===== config.mk =====
export PLATFORM = sky130hd
export DESIGN_NAME = systolic_seq_ctrl
export DESIGN_NICKNAME = d
export VERILOG_FILES = /design/src/rtl/systolic_pkg.sv /design/src/rtl/systolic_skew_gen.sv /design/src/rtl/systolic_seq_ctrl.sv
export SDC_FILE = /design/constraint.sdc
export NUM_CORES = 2
export LEC_CHECK = 0
export CAP_MARGIN = 20
export CORE_ASPECT_RATIO = 0.75
export CORE_MARGIN = 5
export CORE_UTILIZATION = 31
export DETAILED_ROUTE_END_ITERATION = 6
export HOLD_SLACK_MARGIN = 0.06
export PLACE_DENSITY_LB_ADDON = 0.05
export SKIP_CTS_REPAIR_TIMING = 1
export SLEW_MARGIN = 0
export SYNTH_ARGS = -nofsm -noshare
export SYNTH_HDL_FRONTEND = slang
export SYNTH_SLANG_ARGS = --single-unit

===== constraint.sdc =====
create_clock -name clk -period 7 [get_ports clk]
set_input_delay 1.4 -clock clk [delete_from_list [all_inputs] [get_ports clk]]
set_output_delay 1.4 -clock clk [all_outputs]
set_load 0.03 [all_outputs]

===== src/rtl/systolic_pkg.sv =====
// Shared types and helpers for the systolic job sequencer: FSM states,
// counter widths sized for the largest legal array, and lane slicing.
package systolic_pkg;

    typedef enum logic [2:0] {
        IDLE   = 3'd0,
        LOAD   = 3'd1,
        CLEAR  = 3'd2,
        FEED   = 3'd3,
        DRAIN  = 3'd4,
        UNLOAD = 3'd5
    } state_e;

    // Widths sized for N_SIZE up to N_MAX: step t runs to 2*N-2, row indices to N.
    localparam int unsigned N_MAX  = 8;
    localparam int unsigned STEP_W = $clog2(2 * N_MAX + 1);
    localparam int unsigned IDX_W  = $clog2(N_MAX + 1);

    function automatic int lane_lo(input int lane, input int width);
        return lane * width;
    endfunction

endpackage


===== src/rtl/systolic_skew_gen.sv =====
// Registered wavefront generator: lane i of A and lane j of B are delayed by
// their lane index so operand k of every row/column meets in the right PE.
module systolic_skew_gen
    import systolic_pkg::*;
#(
    parameter int DATAWIDTH = 16,
    parameter int N_SIZE    = 5
) (
    input  logic                                 clk,
    input  logic                                 rst_n,
    input  logic                                 feed_en,
    input  logic [STEP_W-1:0]                    step,
    input  logic [N_SIZE*N_SIZE*DATAWIDTH-1:0]   a_buf,
    input  logic [N_SIZE*N_SIZE*DATAWIDTH-1:0]   b_buf,
    output logic [N_SIZE*DATAWIDTH-1:0]          arr_a,
    output logic [N_SIZE*DATAWIDTH-1:0]          arr_b
);

    localparam int ROW_W = N_SIZE * DATAWIDTH;

    logic [ROW_W-1:0] arr_a_d, arr_b_d, arr_a_q, arr_b_q;

    // Beat i of each buffer holds A row i / B column i; lane t-i of that beat is due at step t.
    always_comb begin
        arr_a_d = '0;
        arr_b_d = '0;
        for (int i = 0; i < N_SIZE; i++) begin
            int k;
            k = int'(step) - i;
            if (feed_en && (k >= 0) && (k < N_SIZE)) begin
                arr_a_d[lane_lo(i, DATAWIDTH) +: DATAWIDTH] = a_buf[lane_lo(i * N_SIZE + k, DATAWIDTH) +: DATAWIDTH];
                arr_b_d[lane_lo(i, DATAWIDTH) +: DATAWIDTH] = b_buf[lane_lo(i * N_SIZE + k, DATAWIDTH) +: DATAWIDTH];
            end else begin
                arr_a_d[lane_lo(i, DATAWIDTH) +: DATAWIDTH] = {DATAWIDTH{1'b0}};
                arr_b_d[lane_lo(i, DATAWIDTH) +: DATAWIDTH] = {DATAWIDTH{1'b0}};
            end
        end
    end

    // Operand output registers.
    always_ff @(posedge clk or negedge rst_n) begin
        if (!rst_n) begin
            arr_a_q <= '0;
            arr_b_q <= '0;
        end else begin
            arr_a_q <= arr_a_d;
            arr_b_q <= arr_b_d;
        end
    end

    assign arr_a = arr_a_q;
    assign arr_b = arr_b_q;

endmodule


===== src/rtl/systolic_seq_ctrl.sv =====
// Job sequencer for one systolic array: buffers an N-beat job, clears the
// accumulators, feeds the skewed wavefront, captures and streams out results.
module systolic_seq_ctrl
    import systolic_pkg::*;
#(
    parameter int DATAWIDTH = 16,
    parameter int N_SIZE    = 5,
    parameter int WAIT_MAX  = 64
) (
    input  logic                            clk,
    input  logic                            rst_n,
    input  logic                            ld_valid,
    output logic                            ld_ready,
    input  logic [N_SIZE*DATAWIDTH-1:0]     ld_a_row,
    input  logic [N_SIZE*DATAWIDTH-1:0]     ld_b_col,
    output logic                            arr_clr_n,
    output logic                            arr_valid_in,
    output logic [N_SIZE*DATAWIDTH-1:0]     arr_a,
    output logic [N_SIZE*DATAWIDTH-1:0]     arr_b,
    input  logic                            arr_valid_out,
    input  logic [N_SIZE*2*DATAWIDTH-1:0]   arr_c,
    output logic                            res_valid,
    input  logic                            res_ready,
    output logic [N_SIZE*2*DATAWIDTH-1:0]   res_row,
    output logic [$clog2(N_SIZE)-1:0]       res_idx,
    output logic                            res_last,
    output logic                            busy,
    output logic                            err
);

    localparam int ROW_W  = N_SIZE * DATAWIDTH;
    localparam int RES_W  = N_SIZE * 2 * DATAWIDTH;
    localparam int RIDX_W = $clog2(N_SIZE);
    localparam int WAIT_W = $clog2(WAIT_MAX + 1);
    localparam logic [IDX_W-1:0]  LAST_IDX  = IDX_W'(N_SIZE - 1);
    localparam logic [STEP_W-1:0] LAST_STEP = STEP_W'(2 * N_SIZE - 2);
    localparam logic [WAIT_W-1:0] LAST_WAIT = WAIT_W'(WAIT_MAX - 1);

    state_e                   state_q, state_d;
    logic [IDX_W-1:0]         k_q, k_d, r_q, r_d, u_q, u_d;
    logic [STEP_W-1:0]        t_q, t_d;
    logic [WAIT_W-1:0]        w_q, w_d;
    logic                     err_q, err_d;
    logic [N_SIZE*ROW_W-1:0]  a_buf_q, a_buf_d, b_buf_q, b_buf_d;
    logic [N_SIZE*RES_W-1:0]  slot_q, slot_d;
    logic                     ld_ready_q, ld_ready_d, arr_clr_n_q, arr_clr_n_d;
    logic                     arr_valid_in_q, arr_valid_in_d, busy_q, busy_d;
    logic                     res_valid_q, res_valid_d, res_last_q, res_last_d;
    logic [RES_W-1:0]         res_row_q, res_row_d;
    logic [RIDX_W-1:0]        res_idx_q, res_idx_d;
    logic                     ld_fire, res_fire;

    // Next-state, buffer update and next-output logic.
    always_comb begin
        state_d  = state_q;
        k_d      = k_q;
        t_d      = t_q;
        r_d      = r_q;
        w_d      = w_q;
        u_d      = u_q;
        err_d    = err_q;
        a_buf_d  = a_buf_q;
        b_buf_d  = b_buf_q;
        slot_d   = slot_q;
        ld_fire  = ld_valid && ld_ready_q;
        res_fire = res_valid_q && res_ready;

        case (state_q)
            IDLE, LOAD: begin
                if (ld_fire) begin
                    a_buf_d[lane_lo(int'(k_q), ROW_W) +: ROW_W] = ld_a_row;
                    b_buf_d[lane_lo(int'(k_q), ROW_W) +: ROW_W] = ld_b_col;
                    if (k_q == LAST_IDX) begin
                        k_d     = '0;
                        state_d = CLEAR;
                    end else begin
                        k_d     = k_q + IDX_W'(1);
                        state_d = LOAD;
                    end
                end else begin
                    k_d = k_q;
                end
            end
            CLEAR: begin
                t_d     = '0;
                state_d = FEED;
            end
            FEED: begin
                if (t_q == LAST_STEP) begin
                    r_d     = '0;
                    w_d     = '0;
                    state_d = DRAIN;
                end else begin
                    t_d = t_q + STEP_W'(1);
                end
            end
            DRAIN: begin
                if (arr_valid_out) begin
                    slot_d[lane_lo(int'(r_q), RES_W) +: RES_W] = arr_c;
                    if (r_q == LAST_IDX) begin
                        r_d     = '0;
                        u_d     = '0;
                        state_d = UNLOAD;
                    end else begin
                        r_d = r_q + IDX_W'(1);
                    end
                end else if (w_q == LAST_WAIT) begin
                    // The array never finished: drop the job and flag it until reset.
                    err_d   = 1'b1;
                    state_d = IDLE;
                end else begin
                    w_d = w_q + WAIT_W'(1);
                end
            end
            UNLOAD: begin
                if (res_fire) begin
                    if (u_q == LAST_IDX) begin
                        u_d     = '0;
                        state_d = IDLE;
                    end else begin
                        u_d = u_q + IDX_W'(1);
                    end
                end else begin
                    u_d = u_q;
                end
            end
            default: begin
                state_d = IDLE;
            end
        endcase

        ld_ready_d     = (state_d == IDLE) || (state_d == LOAD);
        arr_clr_n_d    = (state_d != CLEAR);
        arr_valid_in_d = (state_d == FEED);
        busy_d         = (state_d != IDLE);
        res_valid_d    = (state_d == UNLOAD);
        if (state_d == UNLOAD) begin
            res_row_d  = slot_d[lane_lo(int'(u_d), RES_W) +: RES_W];
            res_idx_d  = u_d[RIDX_W-1:0];
            res_last_d = (u_d == LAST_IDX);
        end else begin
            res_row_d  = '0;
            res_idx_d  = '0;
            res_last_d = 1'b0;
        end
    end

    // Control state and registered outputs.
    always_ff @(posedge clk or negedge rst_n) begin
        if (!rst_n) begin
            state_q        <= IDLE;
            k_q            <= '0;
            t_q            <= '0;
            r_q            <= '0;
            w_q            <= '0;
            u_q            <= '0;
            err_q          <= 1'b0;
            ld_ready_q     <= 1'b0;
            arr_clr_n_q    <= 1'b1;
            arr_valid_in_q <= 1'b0;
            busy_q         <= 1'b0;
            res_valid_q    <= 1'b0;
            res_row_q      <= '0;
            res_idx_q      <= '0;
            res_last_q     <= 1'b0;
        end else begin
            state_q        <= state_d;
            k_q            <= k_d;
            t_q            <= t_d;
            r_q            <= r_d;
            w_q            <= w_d;
            u_q            <= u_d;
            err_q          <= err_d;
            ld_ready_q     <= ld_ready_d;
            arr_clr_n_q    <= arr_clr_n_d;
            arr_valid_in_q <= arr_valid_in_d;
            busy_q         <= busy_d;
            res_valid_q    <= res_valid_d;
            res_row_q      <= res_row_d;
            res_idx_q      <= res_idx_d;
            res_last_q     <= res_last_d;
        end
    end

    // Job and result storage; contents are only meaningful once written.
    always_ff @(posedge clk) begin
        a_buf_q <= a_buf_d;
        b_buf_q <= b_buf_d;
        slot_q  <= slot_d;
    end

    systolic_skew_gen #(
        .DATAWIDTH (DATAWIDTH),
        .N_SIZE    (N_SIZE)
    ) u_skew (
        .clk     (clk),
        .rst_n   (rst_n),
        .feed_en (state_d == FEED),
        .step    (t_d),
        .a_buf   (a_buf_q),
        .b_buf   (b_buf_q),
        .arr_a   (arr_a),
        .arr_b   (arr_b)
    );

    assign ld_ready     = ld_ready_q;
    assign arr_clr_n    = arr_clr_n_q;
    assign arr_valid_in = arr_valid_in_q;
    assign busy         = busy_q;
    assign err          = err_q;
    assign res_valid    = res_valid_q;
    assign res_row      = res_row_q;
    assign res_idx      = res_idx_q;
    assign res_last     = res_last_q;

endmodule


# == Word level (Yosys, flattened, before mapping) ==
# Cells that the tools add are included.
# word_totals
reg_bits,1957
# classes
multipliers,3
bitwise_logic,1
n_reduce_logical,22
add_sub_neg,15
shifts,16
magnitude_cmp,10
eq_ne,19
mux,43
# ops
op,count
variable part select 400 x 32 -> 16 bit,8
two-way mux 800 bit,2
bitwise mux 400 bit,2
bitwise mux 800 bit,1
"variable shift 160 x 33 -> 800 bit, first input constant",1
variable part select 160 x 33 -> 800 bit,1
variable part select 400 x 10 -> 16 bit,2
variable part select 80 x 33 -> 400 bit,2
variable part select 800 x 13 -> 160 bit,1
"variable shift 80 x 33 -> 400 bit, first input constant",1
two-way mux 16 bit,10
two-way mux 160 bit,1
negation 11 -> 33 bit,1
negation 12 -> 33 bit,1
two-way mux 4 bit,8
">= comparator 6 x 1 -> 1 bit, second input constant",4
"< comparator 6 x 4 -> 1 bit, second input constant",4
two-way mux 3 bit,8
"multiplier 4 x 3 -> 7 bit, second input constant",3
two-way mux 7 bit,3
"== test 4 x 3 -> 1 bit, second input constant",4
case mux 4 bit (2 select lines),2
case mux 3 bit (5 select lines),1
"adder 5 x 6 -> 7 bit, first input constant",2
32 further kinds,56

# == Logic depth before layout (Yosys ltp) ==
# depth
word_depth,8
mapped_depth,22
depth_no_buf,15

# == Hierarchy ==
# Synthesis repeated with hierarchy kept, for this count alone.
# hier_totals
hier_cells,10542
hier_area_um2,106931.3
# by_module_without_submodules
module,instances,cells_each,area_each_um2
systolic_seq_ctrl,1,8362,85288.0
systolic_skew_gen,1,2180,21643.3

# == Least setup slack after synthesis ==
# OpenSTA, ideal clock, no wires.
# synth_timing
kind,flip-flop to flip-flop
from,"register, netlist name k_q[0]"
to,"register a_buf_q[0], enable pin"
arrival_ps,5847
period_less_slack_ps,6349
stages_incl_launch_ff,14
setup_slack_ps,651
setup_time_ps,502
cell_sequence,dfrtp_1 clkbuf_1 inv_1 clkbuf_1 clkbuf_1 buf_1 ha_1 clkbuf_1 nand2_1 ha_1 clkbuf_1 nor2_1 nand2_1 nor4_1
# synth_rtl
item,line,source
end signal: assignment,systolic_seq_ctrl.sv:187,a_buf_q <= a_buf_d;
end: declaration,systolic_seq_ctrl.sv:44,"logic [N_SIZE*ROW_W-1:0] a_buf_q, a_buf_d, b_buf_q, b_buf_d;"

# == Worst setup path in the final report ==
# layout_timing
from,register r_q[3]
to,register res_row_q[85] (netlist: res_row[85])
# layout_via
elab_chain_cells,8
elab_cells_between_ends,18
# layout_lines
item,line,source
start: declaration,systolic_seq_ctrl.sv:40,"logic [IDX_W-1:0] k_q, k_d, r_q, r_d, u_q, u_d;"
start signal: assignment,systolic_seq_ctrl.sv:170,r_q <= r_d;
multiplier 4 x 3 -> 7 bit,systolic_pkg.sv:20,return lane * width;
negation 12 -> 33 bit,systolic_seq_ctrl.sv:99,"slot_d[lane_lo(int'(r_q), RES_W) +: RES_W] = arr_c;"
variable part select 160 x 33 -> 800 bit or variable shift 160 x 33 -> 800 bit (tied branches),systolic_seq_ctrl.sv:99,
bitwise mux 800 bit,systolic_seq_ctrl.sv:99,
two-way mux 800 bit,systolic_seq_ctrl.sv:98,if (arr_valid_out) begin
two-way mux 800 bit,systolic_seq_ctrl.sv:68,case (state_q)
variable part select 800 x 13 -> 160 bit,systolic_seq_ctrl.sv:138,"res_row_d = slot_d[lane_lo(int'(u_d), RES_W) +: RES_W];"
two-way mux 160 bit (*),systolic_seq_ctrl.sv:137,if (state_d == UNLOAD) begin
net res_row_d[85],systolic_seq_ctrl.sv:49,"logic [RES_W-1:0] res_row_q, res_row_d;"
end signal: assignment,systolic_seq_ctrl.sv:179,res_row_q <= res_row_d;
end: declaration,systolic_seq_ctrl.sv:49,
# The timed path passes the listed nets; every way through them passes the cells marked *.
# A chain may end at the register's enable or synchronous reset.

==> run_results.csv <==
group,metric,value,unit
min_path,hp-class,"flop to flop",
critical_path,cp_max_fo,25,
power_and_ir_drop,clkPwrFrac,14.3,%
clock_tree,clock_path_buffers,4,
logic_synthesis,syn_avg_cell_area,9.37,um^2
power_and_ir_drop,p_leak,48.9,nW
min_path,hold_start,"slot_q[656]$_DFF_P_",
die,die_h,518,um
logic_synthesis,seq_area_frac_synth,46.0,%
critical_path,cp.required,7870,ps
power_and_ir_drop,seq_power_share,17.5,%
clock_tree,cts_tree,"yes",
detailed_routing,num_vias,114000,
placed_design,placed_cells,16300,
clock_tree,cts-root-buf,"clkbuf_16",
power_and_ir_drop,p_sw,0.0534,W
logic_synthesis,postSynth.asyncResetShare,18.2,%
die,design.die.area,356000,um^2
critical_path,r2r_start,"r_q[3]$_DFFE_PN0P_",
sta,final_hold_viol_count,0,
placed_design,dpl.hpwl,596000,um
sta,rsz0062_at_grt,"no",
grt,antenna_found_initial,163,
power_and_ir_drop,switching_share,58.5,%
grt,use_met3,27.0,%
sta,fmax,161,MHz
grt,grt_use_met2,53.7,%
critical_path,r2r-end,"res_row[85]$_DFF_PN0_",
status,status,"complete, but fails checks",
detailed_routing,postRouteAntennaNets,0,
logic_synthesis,synth-seq-cells,1957,
die,coreArea,342000,um^2
grt,grt_pass1_wl,1070000,um
min_path,whs_path_depth,2,
clock_tree,cts_max_level,4,
logic_synthesis,yosys_warnings,0,
logic_synthesis,synth_top_area_share,22.5,%
grt,grt_pass1_vias,102000,
die,pin_count,655,
power_and_ir_drop,combinationalPowerShare,68.2,%
grt,grt_max_degree,122,
min_path,holdPathEnd,"slot_q[656]$_DFF_P_",
sta,finalSetupViolCount,0,
power_and_ir_drop,p_int,0.0378,W
sta,finalMaxSlewViolations,1,
logic_synthesis,synth_largest_area_cell,"edfxtp_1",
critical_path,endpoint_kind,"flop",
grt,gr-usage-all-layers,45.4,%
grt,grtUsageMet1,63.3,%
sta,tightestPinTransition,1500,ps
final_layout,fin_nets,12300,
grt,grt_overflow,0,
clock_tree,clk_pin_slew_worst_paths,70,ps
logic_synthesis,syn_area,107000,um^2
detailed_routing,viasPerCell,6.80,
clock_tree,numCtsBuffers,230,
logic_synthesis,synthCells,11400,
sta,fin_crit_sh,88.6,%
final_layout,drive_gt1_share,15.6,%
status,violations,"DRC, capacitance limit, slew limit",
detailed_routing,drtPass1Iterations,7,
sta,final.min_clock_period,6200,ps
placed_design,gp_congestion,1.08,
logic_synthesis,yosysMostFrequentCell,"nor2_1",
logic_synthesis,synth_area_leaders,"edfxtp_1 23%, dfxtp_1 15%, dfrtp_1 8.4%",
clock_tree,cts.sinks,1957,
critical_path,criticalPathCategory,"flop to flop",
final_layout,layoutNonFillerInstCount,16800,
die,rows,186,
detailed_routing,avgRoutedWirePerCell,50.3,um
die,dieWidth,687,um
sta,tns,0,ps
final_layout,ff_latch_area,49000,um^2
logic_synthesis,ys.flop_type,"edfxtp_1",
logic_synthesis,synth_common_cells,"1338 x nor2_1, 1118 x nand2_1, 800 x dfxtp_1, 800 x edfxtp_1, 743 x clkbuf_1",
sta,maxSlewHeadroom,-0.640,%
power_and_ir_drop,vdd_drop_max,1020,uV
final_layout,syn2layout_area_growth,23.0,%
detailed_routing,drt_iter0_drc,21400,
logic_synthesis,synth_edf_count,800,
critical_path,rr_worst_depth,17,
final_layout,fill_cells,34200,
grt,grt_busiest_layer,"met1",
logic_synthesis,syn-num-nets,11700,
final_layout,multi_input_comb_area,54100,um^2
power_and_ir_drop,powerDensity,696,nW/um^2
die,start_util,31.1,%
detailed_routing,wirelength,847000,um
sta,finClkSkew,75.2,ps
clock_tree,clock_latency,980,ps
power_and_ir_drop,p_total,0.0912,W
critical_path,worstPathArrival,7070,ps
flow_run,maxCapViolCount,1,
placed_design,io_buffers,654,
logic_synthesis,yosysUniqueCellTypes,106,
critical_path,rrSetupSlack,800,ps
detailed_routing,drcViolationCount,4,
critical_path,startpoint_type,"flop",
==> sequential cells by signal, summed over array words and instances, names as in the netlist <==
signal	flops
w_q	7
u_skew.arr_b	80
b_buf_q	400
r_q	4
state_q	3
res_idx	3
u_q	4
u_skew.arr_a	80
arr_clr_n	1
k_q	4
arr_valid_in	1
slot_q	800
err	1
a_buf_q	400
res_valid	1
res_row	160
ld_ready	1
t_q	5
busy	1
res_last	1
==> area by class of cell <==
type                       count  area share (%)
multi-input combinational   8141            41.2
sequential                  1957            37.4
timing repair buffer        1366            10.2
clock buffer                 324            5.06
tap                         4606            4.40
clock inverter               100           0.860
inverter                     218           0.656
antenna                      114           0.218
==> power by group through the flow <==
stage	clock network [W]	registers [W]	logic, W
global placement	0	0.0161	0.0577
finish	0.0130	0.0160	0.0623
floorplan	0	0.0160	0.0284
detailed placement	0	0.0162	0.0578
global route	0.0134	0.0161	0.0615
CTS	0.0130	0.0159	0.0580
==> layout by cell type, fill, tap and decap left out, types with 50 or more instances in the layout <==
cell,Yosys,final
and3_1,88,85
a21oi_1,683,675
nand2_1,1118,1104
o22a_1,171,171
o2bb2ai_1,93,92
o21ai_0,637,623
o211ai_1,185,185
o22ai_1,250,227
clkbuf_16,0,238
nand2b_1,61,60
nor3_1,327,309
nand3_1,224,208
a211oi_1,200,198
a31oi_1,76,68
mux2_2,366,366
a221oi_1,57,57
nand4_1,62,62
mux4_2,130,130
diode_2,0,114
buf_12,0,112
clkdlybuf4s50_1,0,653
dfrtp_1,356,354
a21o_1,57,57
clkbuf_1,743,50
or3_1,139,138
a22o_1,91,90
nor2_1,1338,1288
dfxtp_1,800,800
edfxtp_1,800,800
buf_4,6,583
inv_1,207,201
o221ai_1,74,73
nor2b_1,52,50
a311oi_1,58,58
mux2i_1,521,514
o21a_1,102,102
a22oi_1,258,253
==> worst max path at each step <==
stage	from	endpoint	slack [ps]	cells after the start
6_report	r_q[3]$_DFFE_PN0P_	res_row[85]$_DFF_PN0_	800	17
5_1_grt	r_q[3]$_DFFE_PN0P_	res_row[85]$_DFF_PN0_	880	17
4_1_cts	r_q[3]$_DFFE_PN0P_	res_row[80]$_DFF_PN0_	1230	16
3_5_place_dp	arr_valid_out	res_row[125]$_DFF_PN0_	1220	11
3_3_place_gp	r_q[3]$_DFFE_PN0P_	res_row[92]$_DFF_PN0_	740	16
2_1_floorplan	k_q[0]$_DFFE_PN0P_	a_buf_q[0]$_DFFE_PP_	650	13
==> logic make-up (layout without fill, tap and decap cells) <==
logic type      Yosys count  count (layout)  share of synthesized area [%]
buf+inv                1277            2008                           4.73
fa+ha+maj                32              32                          0.390
flops                  1957            1957                           46.0
mux                    1022            1022                           11.6
xor+xnor                 34              34                          0.321
compound gates         3449            3449                           22.1
other cells               0             114                              0
simple gates           3604            3604                           14.9
==> worst max-delay path, stage by stage (launching register included) <==
cell and delay [ps]:
dfrtp_1 490, ha_1 340, ha_1 170, inv_1 60
fa_1 800, nand4_1 240, ha_4 380, clkinv_1 80
buf_4 590, o211ai_1 410, buf_4 370, nor4_1 1150
a2111oi_0 230, buf_4 230, o2bb2ai_1 140, o221ai_1 140
buf_4 210, nand2_1 70
==> stage by stage <==
| stage | worst slack (ps) | util, % | instance area, um^2 | hold WS (ps) |
|---|---|---|---|---|
| after floorplan | 651 | - | 107000 | 410 |
| after detailed placement | 1220 | 35.9 | 123000 | 427 |
| final | 797 | 38.3 | 131000 | 440 |
| after global routing | 881 | 38.2 | 131000 | 453 |
| after global placement | 739 | 35.8 | 123000 | 419 |
| after CTS | 1230 | 38.2 | 131000 | 428 |
==> routing by layer <==
| metal | wire length (um) | share of wire [%] |
|---|---|---|
| met2 | 294000 | 35 |
| met3 | 147000 | 17 |
| met5 | 1500 | 0.18 |
| met4 | 46400 | 5.5 |
| met1 | 358000 | 42 |
Note: power is estimated with default switching activity, not from simulation.
